<file path="config.mk">
export PLATFORM = sky130hd
export DESIGN_NAME = garegga_snd_rom_arb
export DESIGN_NICKNAME = d
export VERILOG_FILES = /design/src/rtl/garegga_snd_pkg.sv /design/src/rtl/garegga_rom_slot.sv /design/src/rtl/garegga_snd_rom_arb.sv
export SDC_FILE = /design/constraint.sdc
export NUM_CORES = 1
export LEC_CHECK = 0
export CORE_MARGIN = 8
export CORE_UTILIZATION = 47
export DETAILED_ROUTE_END_ITERATION = 8
export PLACE_DENSITY_LB_ADDON = 0.05
export SYNTH_ARGS = -nofsm -noshare
export SYNTH_HDL_FRONTEND = slang
export SYNTH_SLANG_ARGS = --single-unit
</file>
<file path="constraint.sdc">
create_clock -name CLK96 -period 1.95 [get_ports CLK96]
set_clock_uncertainty 0.15 [all_clocks]
set_input_delay 0.39 -clock CLK96 [delete_from_list [all_inputs] [get_ports CLK96]]
set_output_delay 0.39 -clock CLK96 [all_outputs]
set_load 0.1 [all_outputs]
</file>
<file path="src/rtl/garegga_snd_pkg.sv">
// ============================================================================
// garegga_snd_pkg : shared types and defaults for the sound ROM arbiter
// Revision 1.0 : initial release
// ============================================================================
`default_nettype none

package garegga_snd_pkg;

  typedef enum logic [1:0] {
    IDLE    = 2'd0,
    FETCH_Z = 2'd1,
    FETCH_P = 2'd2
  } state_e;

  localparam logic [21:0] Z_BASE_DEF = 22'h000000;
  localparam logic [21:0] P_BASE_DEF = 22'h040000;

  typedef logic [7:0] byte_t;

endpackage

`default_nettype wire

</file>
<file path="src/rtl/garegga_rom_slot.sv">
// ============================================================================
// garegga_rom_slot : one-entry tag/data cache with hit compare and flush
// Revision 1.0 : initial release
// ============================================================================
`default_nettype none

module garegga_rom_slot
  import garegga_snd_pkg::*;
#(
  parameter int AW = 17
) (
  input  logic          clk_i,
  input  logic          rst_i,
  input  logic          flush_i,
  input  logic          fill_i,
  input  logic [AW-1:0] fill_tag_i,
  input  byte_t         fill_data_i,
  input  logic          cs_i,
  input  logic [AW-1:0] addr_i,
  output logic          hit_o,
  output byte_t         dout_o
);

  logic [AW-1:0] tag_q;
  byte_t         data_q;
  logic          valid_q;

  // Flush wins over a coincident fill so a stale line can never become valid.
  always_ff @(posedge clk_i) begin
    if (rst_i) begin
      tag_q   <= '0;
      data_q  <= '0;
      valid_q <= 1'b0;
    end else if (flush_i) begin
      valid_q <= 1'b0;
    end else if (fill_i) begin
      tag_q   <= fill_tag_i;
      data_q  <= fill_data_i;
      valid_q <= 1'b1;
    end
  end

  assign hit_o  = cs_i & valid_q & (addr_i == tag_q);
  assign dout_o = data_q;

endmodule

`default_nettype wire

</file>
<file path="src/rtl/garegga_snd_rom_arb.sv">
// ============================================================================
// garegga_snd_rom_arb : Z80 ROM / OKI PCM sharing of one SDRAM read channel
// Revision 1.0 : initial release
// ============================================================================
`default_nettype none

module garegga_snd_rom_arb
  import garegga_snd_pkg::*;
#(
  parameter int              ZW     = 17,
  parameter int              PW     = 20,
  parameter int              SW     = 22,
  parameter logic [SW-1:0]   Z_BASE = SW'(Z_BASE_DEF),
  parameter logic [SW-1:0]   P_BASE = SW'(P_BASE_DEF),
  parameter int              STARVE = 4
) (
  input  logic          CLK96,
  input  logic          RESET96,
  input  logic          FLUSH,
  input  logic          Z_CS,
  input  logic [ZW-1:0] Z_ADDR,
  output logic [7:0]    Z_DOUT,
  output logic          Z_OK,
  input  logic          P_CS,
  input  logic [PW-1:0] P_ADDR,
  output logic [7:0]    P_DOUT,
  output logic          P_OK,
  output logic          SDR_CS,
  output logic [SW-1:0] SDR_ADDR,
  input  logic [7:0]    SDR_DATA,
  input  logic          SDR_OK
);

  localparam int             SKW      = $clog2(STARVE + 1);
  localparam logic [SKW-1:0] STARVE_C = SKW'(STARVE);

  state_e          state_q, state_d;
  logic [SW-1:0]   sdr_addr_q, sdr_addr_d;
  logic [ZW-1:0]   ztag_q, ztag_d;
  logic [PW-1:0]   ptag_q, ptag_d;
  logic [SKW-1:0]  streak_q, streak_d;
  logic            discard_q, discard_d;

  logic z_hit, p_hit, z_miss, p_miss;
  logic grant_z, grant_p;
  logic z_fill, p_fill, sdr_cs;

  assign z_miss = Z_CS & ~z_hit;
  assign p_miss = P_CS & ~p_hit;

  // Z80 wins unless the PCM side has already waited out STARVE Z80 grants.
  assign grant_z = (state_q == IDLE) & z_miss & (~p_miss | (streak_q < STARVE_C));
  assign grant_p = (state_q == IDLE) & p_miss & ~grant_z;

  always_ff @(posedge CLK96) begin
    if (RESET96) begin
      state_q    <= IDLE;
      sdr_addr_q <= '0;
      ztag_q     <= '0;
      ptag_q     <= '0;
      streak_q   <= '0;
      discard_q  <= 1'b0;
    end else begin
      state_q    <= state_d;
      sdr_addr_q <= sdr_addr_d;
      ztag_q     <= ztag_d;
      ptag_q     <= ptag_d;
      streak_q   <= streak_d;
      discard_q  <= discard_d;
    end
  end

  always_comb begin
    state_d    = state_q;
    sdr_addr_d = sdr_addr_q;
    ztag_d     = ztag_q;
    ptag_d     = ptag_q;
    streak_d   = streak_q;
    discard_d  = discard_q;
    case (state_q)
      IDLE: begin
        discard_d = 1'b0;
        if (grant_z) begin
          state_d    = FETCH_Z;
          ztag_d     = Z_ADDR;
          sdr_addr_d = Z_BASE + SW'(Z_ADDR);
          if (!p_miss)
            streak_d = '0;
          else if (streak_q != STARVE_C)
            streak_d = streak_q + SKW'(1);
        end else if (grant_p) begin
          state_d    = FETCH_P;
          ptag_d     = P_ADDR;
          sdr_addr_d = P_BASE + SW'(P_ADDR);
          streak_d   = '0;
        end
      end
      FETCH_Z, FETCH_P: begin
        // A flush anywhere during the fetch poisons its eventual fill.
        if (FLUSH)
          discard_d = 1'b1;
        if (SDR_OK)
          state_d = IDLE;
      end
      default: state_d = IDLE;
    endcase
  end

  always_comb begin
    sdr_cs = 1'b0;
    z_fill = 1'b0;
    p_fill = 1'b0;
    case (state_q)
      FETCH_Z: begin
        sdr_cs = 1'b1;
        z_fill = SDR_OK & ~FLUSH & ~discard_q;
      end
      FETCH_P: begin
        sdr_cs = 1'b1;
        p_fill = SDR_OK & ~FLUSH & ~discard_q;
      end
      default: ;
    endcase
  end

  assign SDR_CS   = sdr_cs;
  assign SDR_ADDR = sdr_addr_q;

  garegga_rom_slot #(.AW(ZW)) u_zslot (
    .clk_i       (CLK96),
    .rst_i       (RESET96),
    .flush_i     (FLUSH),
    .fill_i      (z_fill),
    .fill_tag_i  (ztag_q),
    .fill_data_i (SDR_DATA),
    .cs_i        (Z_CS),
    .addr_i      (Z_ADDR),
    .hit_o       (z_hit),
    .dout_o      (Z_DOUT)
  );

  garegga_rom_slot #(.AW(PW)) u_pslot (
    .clk_i       (CLK96),
    .rst_i       (RESET96),
    .flush_i     (FLUSH),
    .fill_i      (p_fill),
    .fill_tag_i  (ptag_q),
    .fill_data_i (SDR_DATA),
    .cs_i        (P_CS),
    .addr_i      (P_ADDR),
    .hit_o       (p_hit),
    .dout_o      (P_DOUT)
  );

  assign Z_OK = z_hit;
  assign P_OK = p_hit;

endmodule

`default_nettype wire

</file>
# After elaboration in Yosys (flattened, before gate mapping)
# Cells that the tools add are included.
word_totals:
  ff_bits: 120
  latchBits: 0
  mem_bits_rw: 0
  rom_bits: 0
  input_bits: 51
  out_inout_bits: 41
  elab_cells: 71
  n_memories: 0
classes:
  addsub: 2
  mul: 0
  n_div: 0
  n_lt_le_gt_ge: 1
  n_eq_ne: 9
  shifts: 0
  n_mux: 15
  bitwise: 19
  reduce_logical: 13
ops:
  columns: ["cell", "count"]
  rows:
  - ["22-bit 2-to-1 mux", 2]
  - ["19-bit by 20-bit adder with 21-bit output (first input constant)", 1]
  - ["20-bit == test", 1]
  - ["17-bit == test", 1]
  - ["1-bit bitwise AND", 12]
  - ["3-bit 2-to-1 mux", 4]
  - ["2-bit AND reduction", 6]
  - ["2-bit 2-to-1 mux", 3]
  - ["3-bit inequality test (second input constant)", 2]
  - ["1-bit NOT", 6]
  - ["3-bit AND reduction", 2]
  - ["1-bit 2-to-1 mux", 4]
  - ["2-bit by 1-bit inequality test with 1-bit output (second input constant)", 2]
  - ["2-bit case mux with 2 select lines", 1]
  - ["2-bit nonzero test", 2]
  - ["2-bit OR reduction", 2]
  - ["3-bit by 1-bit adder with 3-bit output (second input constant)", 1]
  - ["3-bit less-than comparator (second input constant)", 1]
  - ["3-bit by 2-bit inequality test with 1-bit output (second input constant)", 1]
  - ["2-bit by 1-bit == test with 1-bit output (second input constant)", 1]
  - ["2-bit == test (second input constant)", 1]
  - ["2-bit logical NOT", 1]
  - ["1-bit case mux with 2 select lines", 1]
  - ["1-bit bitwise OR", 1]

# Logic depth before layout (Yosys ltp)
# Gate-level depths: netlist (run 1).
logic_depth:
  depth_word: 12
  depth_mapped: 8
  ltp_nobuf: 6

# By module
# Synthesis (run 1) repeated with hierarchy kept, for this count alone.
unflattened:
  hier_cells: 587
  hier_area_um2: 4814.6
modules_own_cells:
  columns: ["mod", "n_inst", "cells_each", "area_per_inst_um2"]
  rows:
  - ["garegga_snd_rom_arb", 1, 297, 2507.4]
  - ["garegga_rom_slot at u_pslot", 1, 153, 1218.7]
  - ["garegga_rom_slot at u_zslot", 1, 137, 1088.5]

# Worst setup path before layout (run 1)
# No wires, ideal clock.
synth_path:
  path_type: "in2out"
  startpoint: "input P_ADDR[19]"
  endpoint: "output P_OK"
  t_arrival_ps: 3785
  required_time_ps: 1410
  setup_slack_ps: -2375
  path_stages: 4
  n_path_buf: 0
  path_cell_list: "xnor2_1 > and4_1 > nand4_1 > nor4_1"
synth_between:
  elab_chain_cells: 2
synth_rtl:
  columns: ["element", "line", "source"]
  rows:
  - ["start: declaration", "garegga_snd_rom_arb.sv:25", "input logic [PW-1:0] P_ADDR,"]
  - ["20-bit == test", "garegga_rom_slot.sv:43", "assign hit_o = cs_i & valid_q & (addr_i == tag_q);"]
  - ["1-bit bitwise AND", "garegga_rom_slot.sv:43", null]
  - ["end: declaration", "garegga_snd_rom_arb.sv:27", "output logic P_OK,"]
# No other way between the ends.

# Worst setup path in the final report (run 1)
layout_path:
  startpoint: "register u_zslot.tag_q[2]"
  endpoint: "output Z_OK"
layout_between:
  elab_chain_cells: 2
layout_rtl:
  columns: ["element", "line", "source"]
  rows:
  - ["start: declaration", "garegga_rom_slot.sv:24", "logic [AW-1:0] tag_q;"]
  - ["start signal: assignment", "garegga_rom_slot.sv:37", "tag_q <= fill_tag_i;"]
  - ["17-bit == test", "garegga_rom_slot.sv:43", null]
  - ["1-bit bitwise AND", "garegga_rom_slot.sv:43", null]
  - ["end: declaration", "garegga_snd_rom_arb.sv:23", "output logic Z_OK,"]
# No other way between the ends.

==> out/metrics.cfg, run 1 <==
[yosys]
post_synth_inst_count=618
netlist_top_cells_area=sky130_fd_sc_hd__dfxtp_1 (46%), sky130_fd_sc_hd__a21oi_1 (9.2%), sky130_fd_sc_hd__nand2_1 (8.2%)
yosysTopAreaCellShare_pct=45.9
synth_seq_area_share_pct=45.9
synth_largest_area_cell=sky130_fd_sc_hd__dfxtp_1
syn_area_sq_mm=0.00519
synth_nets=675
syn_area_per_cell_sq_um=8.41
postSynth.topFlopCell=sky130_fd_sc_hd__dfxtp_1
ys_warn_count=0
synthArstFlopShare_pct=0
ys_types=42
yosys_register_bits=119
synth_enable_flop_cells=0

[status]
failed_checks=setup timing
status=finished with violations

[sta]
timing.final.crit_share_pct=140
timing.max_slew.rel_slack_pct=66.0
final-hold-violation-count=0
finalSetupTns_ns=-30.91
setup_ws_ns=-0.773
timing.hold.ws_ns=0.149
grt_setup_unrepaired=true
clock.fmax_mhz=367
drv_slew=0
worstMarginPinSlew_ns=0.504
final_period_minus_worst_setup_slack_ns=2.72
finalSetupViolCount=66

[global_routing]
first_global_vias=6270
grt_pass1_wl_um=34500
pin_count_of_the_biggest_net_entering_global_routing=39
antenna_found_initial=0
globalRoute.totalOverflow=0
global_route.usage.total_pct=30.5

[power]
power.leakage_uw=0.00361
ir_drop_uv=858
powerDensity_mw_per_mm2=900

[placement]
placement.io_buffers=90
place.detailed.instances=887
placedInstanceArea_sq_mm=0.00739
preCtsSetupSlack_ns=-0.879
gpl.final_weighted_congestion=0.902
post-dp-hpwl_um=12100

[worst_setup_path]
worst-path-buf-inv=2
regToRegSetupSlack_ns=-0.60
cpPeakStageDelay_ns=0.43
cpMaxStageDelayCell=sky130_fd_sc_hd__or3_4
cells_along_the_critical_path=xnor2_2 > nand4_1 > or3_4 > buf_4 > nor2_4 > buf_12
required_time_of_the_critical_path_ns=1.41
timing.critical_path.to_type=primary output
critical_path.max_fanout=3
worst-endpoint-arrival_ns=2.18
setup.worst_path.start_class=flip-flop
setup.worst_path.class=reg2out
crit_family=simple AND/OR/NAND/NOR gates

[finish]
post-route-cell-area_sq_mm=0.00986
antenna-diode-count=0
syn_to_final_growth_pct=89.7
layout_common_cells=sky130_fd_sc_hd__nand2_1 (113), sky130_fd_sc_hd__dfxtp_1 (108), sky130_fd_sc_hd__buf_4 (75)
layout.cells.most_common=sky130_fd_sc_hd__nand2_1
layoutNonFillerInstCount=966
fill_cell_count=382
final_nets=870
drive_above_1_share_pct=49.3

[clocking]
cts.root.buffer_cell=sky130_fd_sc_hd__clkbuf_8
cts_max_level=4
cts_hold_repair.buffers=0
clock_latency_ns=0.54
tritoncts_clock_tree=yes
clock-sinks=119
path_clk_slew_ns=0.06
cts_max_path_buffers=2
cts_inserted_buffers=17

[floorplan]
initial_utilization_pct=48.1
pin_count=92
dieHeight_um=121
placeableCoreArea_sq_mm=0.0108
floorplan.die.width_um=121
floorplan.die_area_sq_mm=0.0147
fp-row-count=38

[drt]
detailroute.via_count=6497
drt.antenna.violating_nets=0
firstDrtPassIters=6
detailedRoute.firstIterationViolations=919
detail_route.wl_per_cell_um=28.8
drcViolationCount=0
vias_per_cell=6.73
totalWireLength_um=27800

[min_path]
path_type_of_the_worst_min_delay_path=in2reg

[run]
cap_violations=0

-- final timing paths --
kind	startpoint	endpoint	cells past startpoint
worst max register to register	u_pslot.tag_q[14]	SDR_ADDR[0]	10
worst min register to register	ptag_q[1]	ptag_q[1]	2
worst max-delay path	u_zslot.tag_q[2]	Z_OK	6
worst min-delay path	RESET96	streak_q[2]	2
-- worst register-to-register path: cells and delay by family (launching register included) --
kind	cells	cell delay [ns]
XOR/XNOR	1	0.27
AND/OR/NAND/NOR	3	0.70
buffers and inverters	4	0.71
AO/OA/AOI/OAI	2	0.24
flip-flops	1	0.34
-- per-stage QoR --
| stage | utilization [%] | total power (uW) |
|---|---|---|
| floorplan | - | 3940 |
| global placement | 68.5 | 4740 |
| detailed placement | 68.5 | 4770 |
| CTS | 85.7 | 8340 |
| global route | 91.3 | 9060 |
| finish | 91.3 | 8870 |
-- cells in the mapped netlist (all sizes together), types with 2 or more instances --
master  count
clkbuf     32
buf        15
o211a       2
xnor2      21
nand3      42
nand2     115
xor2       16
dfxtp     119
o21ai      56
nor4        9
a21o        2
o211ai      2
a21oi      95
a32o        6
a311oi     17
nor3       19
inv         7
nor2       11
ha          6
nand4      10
nor2b       4
and2        2
-- layer usage --
layer  up-vias  wire, um  global-route usage, %
met5         -         0                      0
met4         0      1820                   17.9
met3       203      3100                   10.4
met2       597     12900                   50.2
met1      3111      9990                   33.5
li1       2586         -                      -
-- logic make-up after synthesis --
logic type,Yosys count,synth area share (%)
adders and majority gates,6,1.45
other,1,0.0722
AOI/OAI and AO/OA,184,21.7
buffers and inverters,54,4.84
xor gates and xnor gates,37,6.24
DFF,119,45.9
and+or+nand+nor,217,19.9
-- state kept, by name, indices dropped and copies added, names as in the netlist --
signal / flops
state_q: 2
discard_q: 1
u_zslot.dout_o: 8
u_zslot.valid_q: 1
u_zslot.tag_q: 17
u_pslot.valid_q: 1
ztag_q: 17
streak_q: 3
u_pslot.tag_q: 20
u_pslot.dout_o: 8
SDR_ADDR: 21
ptag_q: 20
-- cell type report --
| class | count | area, sq um | area share (%) |
|---|---|---|---|
| multi-input combinational | 447 | 3780 | 38.3 |
| timing repair buffer | 221 | 2890 | 29.3 |
| sequential | 119 | 2400 | 24.3 |
| clock buffer | 21 | 469 | 4.76 |
| tap | 140 | 175 | 1.78 |
| clock inverter | 11 | 121 | 1.23 |
| inverter | 7 | 26.3 | 0.267 |
-- what timing repair did --
action / CTS / global route
setup buffers: 23 / 17
gates cloned: 16 / 1
setup endpoints to repair: 66 / 66
resized for setup: 160 / 124
pin swaps: 87 / 53
-- where the power goes --
part	switching (uW)	internal (uW)	leakage, uW
Combinational	1700	1220	0.00235
Clock	1240	1950	0.000278
Sequential	180	2580	0.000974
Total	3120	5750	0.00361
Power figures use the tool's default switching activity.
==> inputs of run 2 (changes only) <==
- CTS_CLUSTER_DIAMETER: unset -> 60
==> results of run 2 <==
The final DEF is identical to that of run 1; final timing and power are the same.
